File: src/rtl/pipeline_hazard_ctrl_pkg.sv
// Shared encodings for the pipeline hazard/forwarding controller.
package pipeline_hazard_ctrl_pkg;

    localparam int REG_W = 4;

    typedef enum logic [1:0] {
        FWD_RF  = 2'b00,
        FWD_EX  = 2'b01,
        FWD_MEM = 2'b10,
        FWD_WB  = 2'b11
    } fwd_sel_t;

    typedef enum logic {
        ST_RUN    = 1'b0,
        ST_BUBBLE = 1'b1
    } state_t;

endpackage

File: src/rtl/pipeline_hazard_ctrl_fwd_sel.sv
// Per-operand priority comparator (EX > MEM > WB); combinational, no backpressure.
// Also flags a load-use match against the EX stage.
module hazard_fwd_sel
    import pipeline_hazard_ctrl_pkg::*;
(
    input  logic [REG_W-1:0] src,
    input  logic             use_src,
    input  logic [REG_W-1:0] ex_rd,
    input  logic             ex_rf_enable,
    input  logic             ex_load,
    input  logic [REG_W-1:0] mem_rd,
    input  logic             mem_rf_enable,
    input  logic [REG_W-1:0] wb_rd,
    input  logic             wb_rf_enable,
    output fwd_sel_t         sel,
    output logic             lu
);

    logic ex_hit;
    logic mem_hit;
    logic wb_hit;

    assign ex_hit  = use_src && ex_rf_enable  && (ex_rd  == src);
    assign mem_hit = use_src && mem_rf_enable && (mem_rd == src);
    assign wb_hit  = use_src && wb_rf_enable  && (wb_rd  == src);
    assign lu      = ex_hit && ex_load;

    // A load in EX has no data yet, so selection falls through to older stages.
    always_comb begin
        sel = FWD_RF;
        if (ex_hit && !ex_load) begin
            sel = FWD_EX;
        end else if (mem_hit) begin
            sel = FWD_MEM;
        end else if (wb_hit) begin
            sel = FWD_WB;
        end
    end

endmodule

File: src/rtl/pipeline_hazard_ctrl.sv
// Hazard/forwarding controller for the 5-stage pipeline; outputs are zero-latency combinational.
// Stalls freeze PC and IF/ID and bubble the control unit; HAZ_FORWARD_EN enables operand forwarding.
module pipeline_hazard_ctrl
    import pipeline_hazard_ctrl_pkg::*;
#(
    parameter int LOAD_BUBBLES = 1,
    parameter int CNT_W        = 16
) (
    input  logic             CLK,
    input  logic             CLR,
    input  logic [REG_W-1:0] ID_Rn,
    input  logic [REG_W-1:0] ID_Rm,
    input  logic [REG_W-1:0] ID_Rd,
    input  logic             ID_use_rn,
    input  logic             ID_use_rm,
    input  logic             ID_use_rd,
    input  logic             ID_B_instr,
    input  logic             branch_taken,
    input  logic [REG_W-1:0] EX_Rd,
    input  logic             EX_RF_enable,
    input  logic             EX_load_instr,
    input  logic [REG_W-1:0] MEM_Rd,
    input  logic             MEM_RF_enable,
    input  logic [REG_W-1:0] WB_Rd,
    input  logic             WB_RF_enable,
    output logic             PC_LE,
    output logic             IFID_LE,
    output logic             IFID_flush,
    output logic             CU_mux_sel,
    output logic [1:0]       fwd_A,
    output logic [1:0]       fwd_B,
    output logic [1:0]       fwd_C,
    output logic [CNT_W-1:0] stall_count
);

    localparam int BW = $clog2(LOAD_BUBBLES + 1);

    state_t          state;
    state_t          state_nxt;
    logic [BW-1:0]   bcnt;
    logic [BW-1:0]   bcnt_nxt;
    fwd_sel_t        sel_a;
    fwd_sel_t        sel_b;
    fwd_sel_t        sel_c;
    logic            lu_a;
    logic            lu_b;
    logic            lu_c;
    logic            lu_any;
    logic            hazard;
    logic            stall;

    hazard_fwd_sel u_sel_a (
        .src           (ID_Rn),
        .use_src       (ID_use_rn),
        .ex_rd         (EX_Rd),
        .ex_rf_enable  (EX_RF_enable),
        .ex_load       (EX_load_instr),
        .mem_rd        (MEM_Rd),
        .mem_rf_enable (MEM_RF_enable),
        .wb_rd         (WB_Rd),
        .wb_rf_enable  (WB_RF_enable),
        .sel           (sel_a),
        .lu            (lu_a)
    );

    hazard_fwd_sel u_sel_b (
        .src           (ID_Rm),
        .use_src       (ID_use_rm),
        .ex_rd         (EX_Rd),
        .ex_rf_enable  (EX_RF_enable),
        .ex_load       (EX_load_instr),
        .mem_rd        (MEM_Rd),
        .mem_rf_enable (MEM_RF_enable),
        .wb_rd         (WB_Rd),
        .wb_rf_enable  (WB_RF_enable),
        .sel           (sel_b),
        .lu            (lu_b)
    );

    hazard_fwd_sel u_sel_c (
        .src           (ID_Rd),
        .use_src       (ID_use_rd),
        .ex_rd         (EX_Rd),
        .ex_rf_enable  (EX_RF_enable),
        .ex_load       (EX_load_instr),
        .mem_rd        (MEM_Rd),
        .mem_rf_enable (MEM_RF_enable),
        .wb_rd         (WB_Rd),
        .wb_rf_enable  (WB_RF_enable),
        .sel           (sel_c),
        .lu            (lu_c)
    );

    assign lu_any = lu_a || lu_b || lu_c;

`ifdef HAZ_FORWARD_EN
    assign hazard = lu_any;
    assign fwd_A  = CLR ? FWD_RF : sel_a;
    assign fwd_B  = CLR ? FWD_RF : sel_b;
    assign fwd_C  = CLR ? FWD_RF : sel_c;
`else
    // Without forwarding, any pending producer of a used source is a hazard.
    assign hazard = lu_any || (sel_a != FWD_RF) || (sel_b != FWD_RF) || (sel_c != FWD_RF);
    assign fwd_A  = FWD_RF;
    assign fwd_B  = FWD_RF;
    assign fwd_C  = FWD_RF;
`endif

    always_comb begin
        state_nxt = state;
        bcnt_nxt  = bcnt;
        stall     = 1'b0;
        case (state)
            ST_RUN: begin
                if (hazard) begin
                    stall = 1'b1;
                    if (lu_any && (LOAD_BUBBLES > 1)) begin
                        state_nxt = ST_BUBBLE;
                        bcnt_nxt  = BW'(LOAD_BUBBLES - 1);
                    end
                end
            end
            ST_BUBBLE: begin
                stall    = 1'b1;
                bcnt_nxt = bcnt - BW'(1);
                if (bcnt == BW'(1)) begin
                    state_nxt = ST_RUN;
                end
            end
            default: begin
                state_nxt = ST_RUN;
                bcnt_nxt  = '0;
            end
        endcase
        if (CLR) begin
            stall = 1'b0;
        end
    end

    assign PC_LE      = !stall;
    assign IFID_LE    = !stall;
    assign CU_mux_sel = stall;
    assign IFID_flush = !CLR && !stall && (state == ST_RUN) && ID_B_instr && branch_taken;

    always_ff @(posedge CLK) begin
        if (CLR) begin
            state <= ST_RUN;
            bcnt  <= '0;
        end else begin
            state <= state_nxt;
            bcnt  <= bcnt_nxt;
        end
    end

    // Saturating: holds at all-ones rather than wrapping.
    always_ff @(posedge CLK) begin
        if (CLR) begin
            stall_count <= '0;
        end else if (stall && (stall_count != '1)) begin
            stall_count <= stall_count + CNT_W'(1);
        end
    end

endmodule
File: config.mk
export PLATFORM = sky130hd
export DESIGN_NAME = pipeline_hazard_ctrl
export DESIGN_NICKNAME = d
export VERILOG_FILES = /design/src/rtl/pipeline_hazard_ctrl_pkg.sv /design/src/rtl/pipeline_hazard_ctrl_fwd_sel.sv /design/src/rtl/pipeline_hazard_ctrl.sv
export SDC_FILE = /design/constraint.sdc
export NUM_CORES = 1
export LEC_CHECK = 0
export CORE_ASPECT_RATIO = 1.25
export CORE_MARGIN = 1
export CORE_UTILIZATION = 49
export CTS_BUF_LIST = sky130_fd_sc_hd__clkbuf_8
export CTS_CLUSTER_SIZE = 24
export DETAILED_ROUTE_END_ITERATION = 7
export PLACE_DENSITY_LB_ADDON = 0.05
export SETUP_SLACK_MARGIN = 0.15
export SYNTH_ARGS = -nofsm -noshare
export SYNTH_HDL_FRONTEND = slang
export SYNTH_HIERARCHICAL = 1
export SYNTH_SLANG_ARGS = --single-unit
File: constraint.sdc
create_clock -name CLK -period 6.77 [get_ports CLK]
set_input_delay 1.354 -clock CLK [delete_from_list [all_inputs] [get_ports CLK]]
set_output_delay 1.354 -clock CLK [all_outputs]
set_load 0.05 [all_outputs]
# Yosys cells after proc, flatten, opt, wreduce, memory -nomap -nowiden

Index checks and enable logic that the tools add are counted.

$add $sub $neg: 2
Equality and inequality tests: 10
Mux-type cells: 13
Bitwise operators: 1
Reduce and logical (&&, ||, !) cells: 41

Operators by type and width:

| kind                                          | count |
|---|---|
| equality test 4 bit                           | 9 |
| logical AND 1 bit                             | 29 |
| 2-to-1 mux 2 bit                              | 9 |
| adder 16 x 1 -> 16 bit, second input constant | 1 |
| inequality test 16 bit, second input constant | 1 |
| nonzero test 2 bit                            | 3 |
| logical OR 1 bit                              | 5 |
| logical NOT 1 bit                             | 3 |
| 2-to-1 mux 1 bit                              | 3 |
| one-hot mux 1 bit (2 select lines)            | 1 |
| OR reduction 2 bit                            | 1 |
| NOT 1 bit                                     | 1 |
| subtractor 1 bit, second input constant       | 1 |

Flip-flop bits (word level): 18
Bits of input ports: 35

# Longest topological paths before layout

Gate-level depths: netlist of the first run.

Depth after elaboration: 17
Gate-level depth with buffers: 10
Gate-level depth less buffers: 8

# Cells and area by module

Netlist of the first run, hierarchy kept.

Modules (own cells, without submodules):

| module               | times used | cells each | area an instance (µm²) | sequential area each (µm²) |
|---|---|---|---|---|
| pipeline_hazard_ctrl | 1          | 120        | 1,048.5                | 360.3 |
| hazard_fwd_sel       | 3          | 27         | 182.7                  | 0.0 |

# Worst setup path after synthesis of the first run

Ideal clock, no wire load.

Path kind: input to output
From: in MEM_Rd[2]
To: out IFID_flush
Arrival: 3.712 ns
Setup slack: 1.704 ns
Cell stages on the path: 7
Path through: clkinv_1 a221o_1 nor4_1 o22ai_1 nor4_1 nand3_1 nor3_1

Elaborated cells on any way between the ends: 26
Those cells by class: 3 x eq/ne; 9 x mux; 14 x reduce/logical

RTL lines:

| what                               | RTL line                           | source |
|---|---|---|
| start: declaration                 | pipeline_hazard_ctrl.sv:22         | `input logic [REG_W-1:0] MEM_Rd,` |
| equality test 4 bit                | pipeline_hazard_ctrl_fwd_sel.sv:24 | `assign mem_hit = use_src && mem_rf_enable && (mem_rd == src);` |
| logical AND 1 bit                  | pipeline_hazard_ctrl_fwd_sel.sv:24 |  |
| 2-to-1 mux 2 bit                   | pipeline_hazard_ctrl_fwd_sel.sv:33 | `end else if (mem_hit) begin` |
| 2-to-1 mux 2 bit                   | pipeline_hazard_ctrl_fwd_sel.sv:31 | `if (ex_hit && !ex_load) begin` |
| named net sel_b[0]                 | pipeline_hazard_ctrl.sv:43         | `fwd_sel_t sel_b;` |
| nonzero test 2 bit                 | pipeline_hazard_ctrl.sv:103        | `assign hazard = lu_any \|\| (sel_a != FWD_RF) \|\| (sel_b != FWD_RF) \|\| (sel_c != FWD_RF);` |
| logical OR 1 bit (2 in series)     | pipeline_hazard_ctrl.sv:103        |  |
| 2-to-1 mux 1 bit                   | pipeline_hazard_ctrl.sv:115        | `if (hazard) begin` |
| one-hot mux 1 bit (2 select lines) | pipeline_hazard_ctrl.sv:113        | `case (state)` |
| 2-to-1 mux 1 bit                   | pipeline_hazard_ctrl.sv:135        | `if (CLR) begin` |
| logical NOT 1 bit                  | pipeline_hazard_ctrl.sv:143        | `assign IFID_flush = !CLR && !stall && (state == ST_RUN) && ID_B_instr && branch_taken;` |
| logical AND 1 bit (4 in series)    | pipeline_hazard_ctrl.sv:143        |  |
| end: declaration                   | pipeline_hazard_ctrl.sv:28         | `output logic IFID_flush,` |

The timed path passes the listed nets, and every way through them passes these cells.

# Final worst setup path of the first run

Ends and elaborated chain as after synthesis.

==> results summary, run 1 <==
The run finished with clean final reports. Broken down by cell family, the worst path's largest delay share belongs to buffers and inverters. Leaving out fill and tap cells, the most frequent cell in the layout is sky130_fd_sc_hd__clkdlybuf4s50_1. The shortest period the worst path allows came out at 5.74 ns.

Setup repair after global routing left no endpoint under its margin. The initial antenna violation count was 0. For this block, the routed nets add up to 4.33 mm of wire. The minimum setup slack among reg-to-reg paths came out at 4.75 ns.

Before antenna repair, the detailed router went through 5 iterations. Once layout is done, the placed cells without fillers occupy 0.00219 sq mm. The half-perimeter wire length after detailed placement came out at 3.43 mm.

The internal portion of the total power is 0.000198 W. After floorplanning, the core was divided into 22 placement rows. The top-level I/O count is 61. The routed wire length on met2 is 2.35 mm. The number of antenna diodes in the final layout is 0. The net load switching power came out at 0.0000951 W. The vertical die dimension came out at 65.8 um. The tightest hold path in the finished design has a slack of 0.449 ns. The post-placement cell count is 286. The actual transition at the worst max-transition pin came out at 0.815 ns. From synthesis to final layout, the design area changed by 37.4%. The final number of max-transition violations is 0. At the end of the flow, the number of nets in the layout was 291. The post-synthesis async set-or-reset flop share came out at 0%. The worst pin sits at a relative slew slack of 45.2%.

The post-route clock period utilization is 84.8%. The synthesized area is 0.00160 sq mm. The die footprint is 0.00349 sq mm. TritonCTS built the clock tree. The number of buffers created by CTS came out at 3. Net switching is 32.4% of the power. The type of element launching the critical path is an input pin. The number of buffers inserted by port buffering came out at 54.

The latest clock arrival within the worst-skew pair came out at 0.26 ns. The synthesized design contains 0 enable-type register cells. No sink is reached through more buffers than the 2 on the longest clock path. After detailed routing, no signal wire sits above met4. The depth of the worst hold-timing path is 1. The hold path endpoint is state. The worst setup path is captured at an output pin. The number of levels in the clock H-tree came out at 1.

At the end of routability-driven placement, the weighted congestion stood at 0.950. Dividing total power by cell area gives a power density of 134 mW/mm^2. The total length of routed met3 wires came out at 195 um. The library cells used most frequently in the layout, excluding fill and tap cells, are sky130_fd_sc_hd__clkdlybuf4s50_1, sky130_fd_sc_hd__dfxtp_1, sky130_fd_sc_hd__a21oi_1, sky130_fd_sc_hd__xor2_1. The clock share of power came out at 30.4%. The first-pass GRT wire length came out at 7.04 mm. The number of hold violations in the final report is 0. Once the clock tree was built, the setup fixing pass inserted 0 buffers. The startpoint identified for the worst hold timing path is bcnt. CTS saw 18 sinks.

The worst endpoint required time is 5.42 ns. The number of synthesis warnings came out at 6. Clock tree synthesis selected as its root buffer the cell sky130_fd_sc_hd__clkbuf_8. The maximum ir drop on the vdd rail came out at 0.112 mV. The residual DRC count is 0. The number of cells in the finished layout apart from fillers came out at 290.

Post-CTS repair changed the size of 0 cells. The min-delay analysis places its worst path in the category reg -> reg. Synthesis produced a netlist whose cell count is 201. After synthesis the netlist holds a flip-flop and latch count of 18.

For the worst setup path, the data arrival time is 4.39 ns. The upper clock frequency limit came out at 174 MHz. Using the TritonRoute via totals, the vias-per-cell ratio works out to 6.19. The worst register-to-register path ends at stall_count[1].

The synthesized netlist contains 45 unique library cells. The static leakage is 0.771 nW. The cell area after placement came out at 0.00214 sq mm. The number of DRC markers in iteration 0 is 64.

The signal on the critical path passes through clkdlybuf4s50_1 > clkinv_1 > a221o_1 > nor4_1 > o22ai_1 > nor4_1 > nand3_1 > nor3_1 > clkdlybuf4s50_1. The number of maximum-capacitance violations came out at 0. The cts-stage hold buffer count is 0. The worst clock skew is 0.00172 ns. The average wire per cell in the routed design came out at 14.9 um. The power after layout came out at 0.000293 W. The startpoint-to-endpoint class of the critical path is in -> out.

The fraction of final layout cells sized beyond drive strength 1 is 8.27%. The floorplan core area came out at 0.00303 sq mm. The starting utilization of the core area is 52.7%.

The leading register cell type out of synthesis is sky130_fd_sc_hd__dfxtp_1. The average cell area after synthesis came out at 7.94 sq um. The met1 wire length is 1.69 mm.

The buffering stage count on the worst path with inverters included is 3. The proportion of power drawn by combinational gates is 32.5%. After clock tree synthesis, the clock-pin slew on the worst setup and hold paths is 0.07 ns. Setup violations remaining at the end of the flow were counted as 0. The number of routed nets with antenna violations is 0. The worst register-to-register path has a depth of 5. The maximum number of pins on one net before global-route repair came out at 23.

The worst-path cell with the longest stage delay is sky130_fd_sc_hd__clkdlybuf4s50_1. The startpoint identified for the worst register-to-register timing path is stall_count[0]. The critical path's largest stage delay is 0.83 ns. The register share of total power is 37.1%. Global routing consumed, over all layers together, 27.2% of the routing resources.

The largest fanout on the critical path came out at 5. The aggregate negative setup slack came out at 0 ns. The sequential cell area fraction in the yosys report is 22.6%. The via count of the first global-routing pass came out at 1638. The via total after detailed routing is 1795. The sum of overflow across all layers after global routing is 0. The width of the die is 53.1 um.
[layout make-up]
| type | instances | area, sq um |
|---|---|---|
| multi-input combinational | 158 | 1110 |
| timing repair buffer | 55 | 548 |
| inverter | 19 | 71.3 |
| sequential | 18 | 360 |
| tap | 36 | 45.0 |
| fill | 258 | 835 |
| clock buffer | 4 | 55.1 |
[through the flow]
step,worst slack [ns],util (%)
2_1_floorplan,1.70,-
6_report,1.03,72.4
3_3_place_gp,1.03,70.6
3_5_place_dp,1.02,70.6
5_1_grt,0.827,72.4
4_1_cts,1.02,72.4
[power groups by stage]
stage	combinational (W)	sequential, W	clock [W]
final	0.0000953	0.000109	0.0000892
after global routing	0.000102	0.000109	0.0000941
after floorplan	0.0000518	0.000116	0
after global placement	0.0000937	0.000111	0
after CTS	0.0000948	0.000109	0.0000904
after detailed placement	0.0000946	0.000111	0
[sequential cells by signal (all words and copies together) (netlist names)]
name	flops
stall_count	16
bcnt	1
state	1
[cells by family after synthesis]
family	Yosys count	synth area share [%]
DFF	18	22.6
other	1	0.235
buffers and inverters	30	8.86
muxes	2	1.41
xor gates and xnor gates	19	10.4
adders and majority gates	1	0.784
and+or+nand+nor	72	30.7
AOI/OAI and AO/OA	58	25.0
[Yosys cell counts (2+ instances only)]
cell	number	area share, %
sky130_fd_sc_hd__a211oi_1	3	1.4
sky130_fd_sc_hd__a21oi_1	15	4.7
sky130_fd_sc_hd__a221o_1	3	1.9
sky130_fd_sc_hd__a222oi_1	3	1.9
sky130_fd_sc_hd__a2bb2oi_1	3	1.6
sky130_fd_sc_hd__and3_1	3	1.2
sky130_fd_sc_hd__buf_2	2	0.63
sky130_fd_sc_hd__buf_4	7	3.3
sky130_fd_sc_hd__clkbuf_1	2	0.47
sky130_fd_sc_hd__clkinv_1	6	1.4
sky130_fd_sc_hd__dfxtp_1	18	23
sky130_fd_sc_hd__inv_1	7	1.6
sky130_fd_sc_hd__inv_2	6	1.4
sky130_fd_sc_hd__mux2_2	2	1.4
sky130_fd_sc_hd__nand2_1	6	1.4
sky130_fd_sc_hd__nand3_1	4	1.3
sky130_fd_sc_hd__nand4_1	6	2.4
sky130_fd_sc_hd__nor2_1	7	1.6
sky130_fd_sc_hd__nor2b_1	5	2.0
sky130_fd_sc_hd__nor3_1	5	1.6
sky130_fd_sc_hd__nor4_1	7	2.7
sky130_fd_sc_hd__o211ai_1	7	3.3
sky130_fd_sc_hd__o21ai_0	3	0.94
sky130_fd_sc_hd__o22ai_1	9	3.5
sky130_fd_sc_hd__o31ai_1	11	5.2
sky130_fd_sc_hd__or3_1	3	1.2
sky130_fd_sc_hd__or4_1	11	5.2
sky130_fd_sc_hd__or4b_1	3	1.9
sky130_fd_sc_hd__xnor2_1	4	2.2
sky130_fd_sc_hd__xor2_1	15	8.2
[worst max-delay path by stage]
stage,startpoint,to,slack (ns),cells after the start
CTS,MEM_Rd[2],IFID_flush,1.02,9
floorplan,MEM_Rd[2],IFID_flush,1.70,7
global placement,MEM_Rd[2],IFID_flush,1.03,9
finish,MEM_Rd[2],IFID_flush,1.03,9
detailed placement,MEM_Rd[2],IFID_flush,1.02,9
global route,MEM_Rd[2],IFID_flush,0.83,9
[layer usage]
metal | up-vias | track usage, %
met2 | 76 | 53.5
li1 | 881 | -
met1 | 830 | 27.5
met4 | 0 | 12.2
met3 | 8 | 2.30
met5 | - | 0
Power figures use the tool's default switching activity.
==> inputs of run 2 (changes only) <==
Settings changed: CORE_UTILIZATION 49 to 41.
Clock period 6.77 ns to 4.9 ns, I/O delays scaled along.
==> run 2 against run 1 <==
- the run now ends with design-rule violations left
- die area grew 19%
- non-clock buffer count did not move
- hold slack better by 0.012 ns
- total power grew 41%
- sequential cell count is the same
- count of clock-buffer cells in the layout unchanged
- cell count rose by 1.4%
==> results summary, run 2 (synthesis gave the netlist of run 1 again) <==
Outcome: finished with violations (was completed). The checks that failed: design-rule violations. The cell family contributing the most delay on the critical path is simple AND/OR/NAND/NOR gates (was buffers and inverters). The via count of the first global-routing pass is 1610 (was 1638). The global-route total usage across every layer is 21.6% (was 27.2%). The area growth from synthesis to layout was 39.4% (was 37.4%). The number of cells on the worst reg-to-reg path is 5 (unchanged).

The clock tree from TritonCTS is done (unchanged). The number of buffers inserted by port buffering came to 54 (unchanged). The number of DRC markers in iteration 0 is 105 (was 64). The maximum number of pins on one net before global-route repair was 19 (was 23).

The critical path's largest stage delay came to 0.52 ns (was 0.83 ns). The floorplan core area was 0.00375 sq mm (was 0.00303 sq mm). The startpoint-to-endpoint class of the critical path is in -> out (unchanged). The placement row count is 25 (was 22).

The number of levels in the clock H-tree is 1 (unchanged). The fraction of final layout cells sized beyond drive strength 1 is 9.84% (was 8.27%). The number of resized instances in the post-cts repair step is 0 (unchanged). The number of antenna diodes came out at 0 (unchanged). The shortest period the worst path allows came out at 4.56 ns. The worst-path cell with the longest stage delay is sky130_fd_sc_hd__clkdlybuf4s50_1 (unchanged).

The depth of the worst hold-timing path came out at 1 (unchanged). The worst clock skew is 0.00416 ns (was 0.00172 ns). The layout filler cell count is 351 (was 258). The static leakage is 0.789 nW (was 0.771 nW). The layout net count is 291 (unchanged).

The leading cell type in the layout, fill and taps excluded is sky130_fd_sc_hd__clkdlybuf4s50_1 (unchanged). The signal arrival time at the worst endpoint came out at 3.58 ns (was 4.39 ns). The mean number of vias per cell is 5.99 (was 6.19).

The post-CTS clock slew at the launch and capture registers of the worst setup and hold paths came out at 0.07 ns (about the same). Most used cells in the layout excluding fill and tap cells: sky130_fd_sc_hd__clkdlybuf4s50_1, sky130_fd_sc_hd__dfxtp_1, sky130_fd_sc_hd__a21oi_1, sky130_fd_sc_hd__xor2_1 (unchanged). The clock root buffer is sky130_fd_sc_hd__clkbuf_8 (unchanged). The logic depth of the worst setup path including buffers is 9 (unchanged). The relative max-transition margin came out at 47.5% (was 45.2%). The routability congestion estimate is 0.861 (was 0.950).

The power after layout came out at 0.000413 W (was 0.000293 W). The initial antenna violation count is 0 (unchanged). The half-perimeter wire length after detailed placement is 3.51 mm (was 3.43 mm). The launch point of the critical path is MEM_Rd[2] (unchanged). The buffering stage count on the worst path with inverters included was 3 (unchanged).

Sequence of cells on the critical path: clkdlybuf4s50_1 > clkinv_1 > a221o_1 > nor4_1 > o22ai_1 > nor4_1 > nand3_1 > nor3_1 > buf_12 (was clkdlybuf4s50_1 > clkinv_1 > a221o_1 > nor4_1 > o22ai_1 > nor4_1 > nand3_1 > nor3_1 > clkdlybuf4s50_1). The classification of the worst-slack hold path was reg -> reg (unchanged). The sum of overflow across all layers after global routing came out at 0 (unchanged). The via total after detailed routing came to 1761 (was 1795). Counting stages on the worst path, the most repeated cell is sky130_fd_sc_hd__nor4_1. The final number of max-transition violations is 0 (unchanged). The number of setup violations in the final report came out at 0 (unchanged). The number of buffers created by CTS came out at 3 (unchanged). For this run, the top clock speed supported by timing is 219 MHz.

The largest fanout on the critical path is 5 (unchanged). The cts-stage hold buffer count is 0 (unchanged). The maximum ir drop on the vdd rail came out at 0.0971 mV (was 0.112 mV). The number of maximum-capacitance violations came out at 0 (unchanged). The post-placement cell count is 290 (was 286). The total clock sinks came out at 18 (unchanged). The die footprint is 0.00415 sq mm (was 0.00349 sq mm). The number of flip-flops in the largest register is 16 (unchanged). The critical hold path startpoint is bcnt (unchanged). The average wire per cell in the routed design is 14.6 um (was 14.9 um). The total wirelength of the detailed-routed design is 4.29 mm (was 4.33 mm). The number of cells in the finished layout apart from fillers came out at 294 (was 290). The type of element launching the critical path was an input pin (unchanged). The critical path capture point type was an output pin (unchanged). The residual DRC count came to 3 (was 0). The worst endpoint required time came out at 3.92 ns (was 5.42 ns).

The width of the die came out at 57.8 um (was 53.1 um). The total setup buffers inserted after CTS came out at 0 (unchanged). The aggregate negative setup slack came out at 0 ns (unchanged). RSZ-0062 raised after global routing: false (unchanged). The actual transition at the worst max-transition pin is 0.782 ns (was 0.815 ns). The starting utilization of the core area came to 42.5% (was 52.7%). The worst hold margin is 0.461 ns (was 0.449 ns). The launch point of the worst reg-to-reg path is stall_count[1] (was stall_count[0]). Largest registers: stall_count x16, bcnt x1, state x1 (unchanged). The top-level I/O count came out at 61 (unchanged).

The number of routed nets with antenna violations was 0 (unchanged). The number of iterations in the first detailed-routing pass is 8 (was 5). The power density over the cells is 185 mW/mm^2 (was 134 mW/mm^2).

The number of hold violations in the final report came out at 0 (unchanged). The maximum count of clock buffers along a single path is 2 (unchanged). The vertical die dimension came out at 71.8 um (was 65.8 um). The post-route clock period utilization came out at 93.1%. The register with the most flip-flops is stall_count (unchanged).

The latest clock arrival within the worst-skew pair came out at 0.26 ns (about the same). The first-pass GRT wire length is 7.04 mm (unchanged).
-- run 2: worst paths after layout --
path	to	slack, ns
hold reg to reg	state	0.46
hold / removal	state	0.46
setup / recovery	IFID_flush	0.34
setup reg to reg	stall_count[9]	2.90
-- run 2: layer usage --
metal / global-route usage, % / part of all wire, % / vias up
met5: 0 / 0 / -
met4: 11.6 / 4.1 / 0
met3: 1.26 / 3.8 / 15
met2: 41.6 / 52 / 70
met1: 22.6 / 40 / 794
li1: - / - / 882
-- run 2: layout make-up --
type / count / area [sq um] / share of cell area (%)
Inverter: 19 / 71.3 / 3.20
Tap cell: 40 / 50.0 / 2.25
Multi-Input combinational cell: 158 / 1110 / 50.0
Clock buffer: 4 / 55.1 / 2.47
Sequential cell: 18 / 360 / 16.2
Timing Repair Buffer: 55 / 576 / 25.9
-- run 2: where the power goes --
part | internal (W) | total, W | leakage, nW | switching, W
combinational | 0.0000583 | 0.000138 | 0.616 | 0.0000794
clock | 0.0000715 | 0.000124 | 0.0288 | 0.0000528
sequential | 0.000148 | 0.000151 | 0.145 | 0.00000257
-- run 2: per-stage QoR --
stage                     setup WS (ns)  instance area (sq um)  util (%)
after floorplan                   0.582                   1620         -
after global placement            0.405                   2170      57.8
after detailed placement          0.336                   2170      57.8
after CTS                         0.337                   2230      59.3
after global routing              0.172                   2230      59.3
final                             0.337                   2230      59.3
